$ cat config.mk
export PLATFORM = sky130hd
export DESIGN_NAME = uart_frame_decoder
export DESIGN_NICKNAME = d
export VERILOG_FILES = /design/src/rtl/uart_frame_pkg.sv /design/src/rtl/uart_frame_decoder_fetch.sv /design/src/rtl/uart_frame_decoder.sv
export SDC_FILE = /design/constraint.sdc
export NUM_CORES = 1
export LEC_CHECK = 0
export BUFFER_PORTS_ARGS = -buffer_cell sky130_fd_sc_hd__buf_2
export CELL_PAD_IN_SITES_DETAIL_PLACEMENT = 1
export CELL_PAD_IN_SITES_GLOBAL_PLACEMENT = 2
export CORE_MARGIN = 2
export CORE_UTILIZATION = 38
export DETAILED_ROUTE_END_ITERATION = 8
export GPL_TIMING_DRIVEN = 0
export HOLD_SLACK_MARGIN = 0.12
export PLACE_DENSITY = 0.95
export SLEW_MARGIN = 20
export SYNTH_ARGS = -nofsm -noshare
export SYNTH_HDL_FRONTEND = slang
export SYNTH_SLANG_ARGS = --single-unit
export TNS_END_PERCENT = 10
$ cat constraint.sdc
create_clock -name CLK -period 9.5 [get_ports CLK]
set_clock_uncertainty 0.05 [all_clocks]
set_input_delay 1.425 -clock CLK [delete_from_list [all_inputs] [get_ports CLK]]
set_output_delay 1.425 -clock CLK [all_outputs]
set_load 0.03 [all_outputs]
$ cat src/rtl/uart_frame_pkg.sv
// Shared definitions for the UART frame decoder: FSM encoding, error causes
// and the payload length limit.
package uart_frame_pkg;

   typedef logic [2:0] state_t;

   localparam state_t ST_HUNT    = 3'd0;
   localparam state_t ST_LEN     = 3'd1;
   localparam state_t ST_PAYLOAD = 3'd2;
   localparam state_t ST_CHK     = 3'd3;
   localparam state_t ST_HOLD    = 3'd4;

   localparam logic [1:0] ERR_LEN     = 2'd0;
   localparam logic [1:0] ERR_TIMEOUT = 2'd1;
   localparam logic [1:0] ERR_CHK     = 2'd2;

   localparam int MAX_LEN = 8;

endpackage

$ cat src/rtl/uart_frame_decoder_fetch.sv
// Request/acknowledge handshake with the UART receive buffer; one byte per
// request, captured by the consumer on the cycle 'got' is high.
module uart_byte_fetch (
   input  logic       CLK,
   input  logic       RST,
   input  logic       want,
   input  logic       byte_avail,
   input  logic       byte_ack,
   input  logic [7:0] byte_data,
   output logic       byte_rd,
   output logic       got,
   output logic [7:0] rx_byte
);

   assign got     = byte_rd & byte_ack;
   assign rx_byte = byte_data;

   // A new request waits for ack to return low so one ack never covers two bytes.
   always_ff @(posedge CLK or posedge RST) begin
      if (RST) begin
         byte_rd <= 1'b0;
      end else if (got) begin
         byte_rd <= 1'b0;
      end else if (!byte_rd && want && byte_avail && !byte_ack) begin
         byte_rd <= 1'b1;
      end
   end

endmodule

$ cat src/rtl/uart_frame_decoder.sv
// Reassembles sync/length-prefixed UART frames into 64-bit words.
// Define UART_FRAME_CHKSUM_EN to require a trailing XOR checksum byte.
//
//   state      | meaning
//   ST_HUNT    | discard bytes until SYNC_BYTE
//   ST_LEN     | length byte, 1..8 accepted
//   ST_PAYLOAD | payload bytes, little-endian into frm_data
//   ST_CHK     | checksum byte (checksum build only)
//   ST_HOLD    | word presented, no fetching until accepted
module uart_frame_decoder
   import uart_frame_pkg::*;
#(
   parameter logic [7:0] SYNC_BYTE      = 8'hA5,
   parameter int         TIMEOUT_CYCLES = 1_000_000
) (
   input  logic        CLK,
   input  logic        RST,
   input  logic        byte_avail,
   output logic        byte_rd,
   input  logic        byte_ack,
   input  logic [7:0]  byte_data,
   output logic        frm_valid,
   input  logic        frm_ready,
   output logic [63:0] frm_data,
   output logic [3:0]  frm_len,
   output logic        frm_err,
   output logic [1:0]  err_code
);

   localparam int           CW      = $clog2(TIMEOUT_CYCLES + 1);
   localparam logic [CW-1:0] T_LIMIT = CW'(TIMEOUT_CYCLES);

   state_t        state;
   logic [2:0]    idx;
   logic [CW-1:0] tcnt;
   logic          want;
   logic          got;
   logic [7:0]    rx_byte;
   logic          in_frame;
   logic          timeout;
`ifdef UART_FRAME_CHKSUM_EN
   logic [7:0]    chk;
`endif

   // Allowing the fetch on the accept cycle lets the next request start right after the handshake.
   assign want     = (state != ST_HOLD) || frm_ready;
   assign in_frame = (state == ST_LEN) || (state == ST_PAYLOAD) || (state == ST_CHK);
   assign timeout  = in_frame && !got && (tcnt == T_LIMIT);

   uart_byte_fetch u_fetch (
      .CLK        (CLK),
      .RST        (RST),
      .want       (want),
      .byte_avail (byte_avail),
      .byte_ack   (byte_ack),
      .byte_data  (byte_data),
      .byte_rd    (byte_rd),
      .got        (got),
      .rx_byte    (rx_byte)
   );

   always_ff @(posedge CLK or posedge RST) begin
      if (RST) begin
         tcnt <= '0;
      end else if (got || !in_frame) begin
         tcnt <= '0;
      end else if (tcnt != T_LIMIT) begin
         tcnt <= tcnt + 1'b1;
      end
   end

   always_ff @(posedge CLK or posedge RST) begin
      if (RST) begin
         state     <= ST_HUNT;
         idx       <= 3'd0;
         frm_valid <= 1'b0;
         frm_data  <= 64'd0;
         frm_len   <= 4'd0;
         frm_err   <= 1'b0;
         err_code  <= ERR_LEN;
`ifdef UART_FRAME_CHKSUM_EN
         chk       <= 8'd0;
`endif
      end else begin
         frm_err <= 1'b0;
         if (timeout) begin
            frm_err  <= 1'b1;
            err_code <= ERR_TIMEOUT;
            state    <= ST_HUNT;
         end else begin
            case (state)
               ST_HUNT: begin
                  if (got && (rx_byte == SYNC_BYTE)) state <= ST_LEN;
               end
               ST_LEN: begin
                  if (got) begin
                     if ((rx_byte == 8'd0) || (rx_byte > 8'(MAX_LEN))) begin
                        frm_err  <= 1'b1;
                        err_code <= ERR_LEN;
                        state    <= ST_HUNT;
                     end else begin
                        frm_len  <= rx_byte[3:0];
                        frm_data <= 64'd0;
                        idx      <= 3'd0;
`ifdef UART_FRAME_CHKSUM_EN
                        chk      <= rx_byte;
`endif
                        state    <= ST_PAYLOAD;
                     end
                  end
               end
               ST_PAYLOAD: begin
                  if (got) begin
                     frm_data[{idx, 3'b000} +: 8] <= rx_byte;
                     idx <= idx + 1'b1;
`ifdef UART_FRAME_CHKSUM_EN
                     chk <= chk ^ rx_byte;
                     if ({1'b0, idx} == frm_len - 4'd1) state <= ST_CHK;
`else
                     if ({1'b0, idx} == frm_len - 4'd1) begin
                        frm_valid <= 1'b1;
                        state     <= ST_HOLD;
                     end
`endif
                  end
               end
`ifdef UART_FRAME_CHKSUM_EN
               ST_CHK: begin
                  if (got) begin
                     if (rx_byte != chk) begin
                        frm_err  <= 1'b1;
                        err_code <= ERR_CHK;
                        state    <= ST_HUNT;
                     end else begin
                        frm_valid <= 1'b1;
                        state     <= ST_HOLD;
                     end
                  end
               end
`endif
               ST_HOLD: begin
                  if (frm_ready) begin
                     frm_valid <= 1'b0;
                     state     <= ST_HUNT;
                  end
               end
               default: state <= ST_HUNT;
            endcase
         end
      end
   end

endmodule

# ---- Word-level counts from Yosys, hierarchy flattened
# Index checks and enable logic that the tools add are counted.
# Widths: inputs -> output; s select.
dict set report totals {
  memories 0
  input_bits 13
  latch_bits 0
  ff_bits 99
  romBits 0
  mem_bits_rw 0
}
dict set report classes {
  reduce_logical 29
  n_bitwise 3
  eq_ne 19
  div 0
  muxes 33
  n_mul 0
  n_lt_le_gt_ge 1
  n_shift 2
  addsub 4
}
# op n
set ops {}
lappend ops {{$mux 64} 3}
lappend ops {{$pmux 64 s2} 1}
lappend ops {{$bwmux 64} 1}
lappend ops {{$shift 8x8->64 const A} 1}
lappend ops {{$shiftx 8x8->64} 1}
lappend ops {{$mux 20} 2}
lappend ops {{$mux 3} 9}
lappend ops {{$add 20x1->20 const B} 1}
lappend ops {{$eq 20x20->1 const B} 1}
lappend ops {{$ne 20x20->1 const B} 1}
lappend ops {{$ne 3x3->1 const B} 5}
lappend ops {{$reduce_and 5->1} 3}
lappend ops {{$reduce_bool 2->1} 7}
lappend ops {{$pmux 3 s4} 1}
lappend ops {{$mux 2} 5}
lappend ops {{$mux 1} 9}
lappend ops {{$eq 8x8->1 const B} 1}
lappend ops {{$gt 8x4->1 const B} 1}
lappend ops {{$logic_not 8->1} 1}
lappend ops {{$ne 2x2->1 const B} 4}
lappend ops {{$neg 6->8} 1}
lappend ops {{$eq 3x2->1 const B} 2}
lappend ops {{$logic_and 1x1->1} 6}
lappend ops {{$pmux 3 s2} 1}
lappend ops {{15 further kinds} 23}

# ---- Depth between registers and ports, before layout
dict set report depth {
  ltp_word 7
  ltp_mapped 10
}

# ---- By module
# Synthesis repeated with hierarchy kept, for this count alone.
dict set report unflattened {
  cells_unflattened 435
  hier_area_um2 4758.3
}
# mod area_per_inst_um2 instances cells_each
set by_module_without_submodules {}
lappend by_module_without_submodules {uart_frame_decoder 4654.5 1 422}
lappend by_module_without_submodules {uart_byte_fetch 103.8 1 13}

# ---- Worst setup path after synthesis
# No wires, ideal clock.
dict set report synth_timing {
  path_kind {in2reg}
  startpoint {input byte_data[5]}
  endpoint {register frm_data[10]}
  required_time_ps 9371
  cell_stages 6
  setup_slack_ps 6361
  setup_time_ps 79
  arrival_ps 3009
  cell_sequence {buf_2 nor4_4 and3_1 a21oi_2 nor4_4 mux2i_1}
}
dict set report synth_via {
  elab_chain_cells 4
  elab_cells_between_ends 9
  classes_between {1 x order compare; 1 x eq/ne; 1 x shift; 3 x mux; 3 x reduce/logical}
}
# element line_no
set synth_lines {}
lappend synth_lines {{start: declaration} uart_frame_decoder.sv:21} ;# input logic [7:0] byte_data,
lappend synth_lines {{$gt 8x4->1 (tied with other cells)} uart_frame_decoder.sv:97} ;# if ((rx_byte == 8'd0) || (rx_byte > 8'(MAX_LEN))) begin
lappend synth_lines {{$logic_or 1x1->1 or $bwmux 64 (tied branches)} {uart_frame_decoder.sv:97, uart_frame_decoder.sv:114}}
lappend synth_lines {{$ne 2x2->1 (no line) or $mux 64 (tied branches)} -}
lappend synth_lines {{$reduce_and 5->1 (no line) or $pmux 64 s2 (tied branches)} -}
lappend synth_lines {{end signal: indexed assignment} uart_frame_decoder.sv:114} ;# frm_data[{idx, 3'b000} +: 8] <= rx_byte;
lappend synth_lines {{end: declaration} uart_frame_decoder.sv:24} ;# output logic [63:0] frm_data,
# Parallel ways exist; a longest one is shown, timed or not. The select of a mux whose other input is x is not followed.
# A chain may end at the register's enable or synchronous reset.

# ---- Final worst setup path
dict set report layout_timing {
  startpoint {input byte_data[3]}
  endpoint {register frm_data[35]}
}
# The elaborated chain is that of the path after synthesis.

==> results_dict.tcl <==
set metrics [dict create \
    outcome "complete, no violations" \
    cts.sinks 98 \
    powerDensity_mw_per_mm2 175 \
    die_h_um 117 \
    irDropWorstVdd_uv 66.7 \
    tns_ns 0 \
    globalplace.congestion 0.865 \
    synth_top_area_frac 0.508 \
    syn-num-nets 485 \
    area_growth_pct 19.6 \
    ant_nets 0 \
    grt_start_max_net_pins 76 \
    synth.most_common_cell "dfrtp_1" \
    synth_ff_type "dfrtp_1" \
    post-route-period-util 0.370 \
    initial_core_util 0.386 \
    synth_largest_area_cell "dfrtp_1" \
    grt_pass1_vias 4249 \
    insertion_delay_ns 0.34 \
    post-cts-setup-buffers 0 \
    num_vias 4029 \
    ys_async_sr_fraction 1.00 \
    grt-ovfl-total 0 \
    hpwl_um 10100 \
    fin_nets 579 \
    crit_fanout 10 \
    whs_ns 0.450 \
    synth_cell_types 61 \
    rows 41 \
    min_path_type "flip-flop to flip-flop" \
    synth_area_per_cell_um2 10.4 \
    antenna_cells 0 \
    fin_cells 737 \
    dp_cells 721 \
    p_total_w 0.00101 \
    core_area_mm2 0.0125 \
    ys_warn_count 0 \
    wire_per_inst_um 18.8 \
    fillers 1485 \
    track_usage 0.212 \
    ys_seq_area_frac 0.508 \
    fin_ws_ns 5.98 \
    numCtsBuffers 9 \
    synth_area_mm2 0.00483 \
    fp.dieArea_mm2 0.0136 \
    io_pins 86 \
    finalMaxSlewViolations 0 \
    htreeDepth 3 \
    leakage_nw 2.70 \
    clkSlewWorstSetupHoldPaths_ns 0.07 \
    end_kind "flip-flop" \
    antenna_found_initial 0 \
    worst_slew_pin_slew_ns 0.860 \
    synth_common_cells "98 x dfrtp_1, 69 x nand2_1, 30 x mux2i_1" \
    start_kind "primary input" \
    drv_cap 0 \
    grt_setup_unrepaired "false" \
    multi_input_area_mm2 0.00219 \
    avgViaCountPerCell 5.47 \
    max_freq_ghz 0.284 \
    hold_violations 0 \
    seq_area_mm2 0.00245 \
    drt_wl_total_um 13800 \
    crit_required_ns 9.71 \
    ctsResizeCount 0 \
    ys_ff_latch 98 \
    grt_pass1_wl_um 22400 \
    setup_viol 0 \
    netlist_top_cells_area "dfrtp_1 51%, mux2i_1 6.2%, nand2_1 5.4%" \
    drive_above_1_share 0.234 \
    dr.pass1.iters 4 \
    maxSlewHeadroom 0.423 \
    syn_inst 466 \
    clockRootBuffer "clkbuf_16" \
    drt_iter0_drc 216 \
    cts_hold_buf 0 \
    chipWidth_um 117 \
    criticalPathCategory "primary input to flip-flop" \
    drc_errors 0 \
    cp_data_arrival_time_ns 3.73 \
    port-buffer-count 82 \
    clockBufferDepth 2 \
    layout_min_cycle_time_ns 3.52 \
    cts_tree "done" \
    pre_cts_slack_ns 5.67 \
    synth_edf_count 0 \
]
[layout make-up]
class	count	share of cell area
Timing Repair Buffer	83	0.0759
Clock buffer	10	0.0414
Buffer	22	0.0204
Multi-Input combinational cell	329	0.380
Clock inverter	6	0.00824
Inverter	17	0.0119
Tap cell	172	0.0373
Sequential cell	98	0.425
[worst paths after layout]
| path | from | end | slack (ns) | depth (start not counted) |
|---|---|---|---|---|
| hold reg to reg | frm_data[3] | frm_data[3] | 0.45 | 1 |
| max in group asynchronous | RST | tcnt[2] | 7.76 | 3 |
| min in group asynchronous | RST | frm_data[19] | 0.97 | 2 |
| setup / recovery | byte_data[3] | frm_data[35] | 5.98 | 9 |
| setup reg to reg | idx[0] | frm_data[12] | 6.29 | 8 |
| hold / removal | frm_data[3] | frm_data[3] | 0.45 | 1 |
[power by group]
part / total, W / switching, W / internal [W]
sequential: 0.000458 / 0.0000219 / 0.000436
clock: 0.000356 / 0.000168 / 0.000188
combinational: 0.000199 / 0.000137 / 0.0000615
[cell families after synthesis]
group                      count (synthesis)  share of synthesized area
buffers and inverters                     39                     0.0376
other                                      1                   0.000777
muxes                                     32                     0.0669
AOI/OAI and AO/OA                         80                      0.123
DFF                                       98                      0.508
xor gates and xnor gates                  20                     0.0363
and+or+nand+nor                          190                      0.212
adders and majority gates                  6                     0.0156
[worst max-delay path, stage by stage]
cell	delay, ns
buf_2	0.09
clkbuf_1	0.60
o31ai_2	0.20
and3_1	0.29
nand2_1	0.17
buf_2	0.27
clkbuf_1	0.38
nand2_1	0.12
mux2i_1	0.16
[through the flow]
stage / util / instance area (um2)
3_3_place_gp: 0.436 / 5450
3_5_place_dp: 0.438 / 5490
2_1_floorplan: - / 4830
4_1_cts: 0.461 / 5770
5_1_grt: 0.461 / 5770
6_report: 0.461 / 5770
[registers in the layout, summed over array words and instances, names as in the netlist]
| name | flops |
|---|---|
| err_code | 1 |
| frm_data | 64 |
| frm_err | 1 |
| frm_len | 4 |
| frm_valid | 1 |
| idx | 3 |
| state | 3 |
| tcnt | 20 |
| u_fetch.byte_rd | 1 |
[layout by cell type (no fill, tap or decap), drive strengths merged, types with 19 or more instances in the layout]
cell	Yosys	layout
buf	11	94
clkbuf	11	21
nand2	69	69
nand3	19	19
dfrtp	98	98
o21ai	27	27
mux2i	30	30
nor2	30	30
a22o	22	22
inv	17	20
[routing by layer]
metal,global-route usage,wire length [um],part of all wire,up-vias
met1,0.279,6260,0.45,2079
met2,0.364,6820,0.49,89
li1,-,-,-,1844
met4,0.0541,212,0.015,0
met3,0.0363,534,0.039,17
met5,0,0,0,-
No activity file was read; power rests on OpenSTA's default activity.
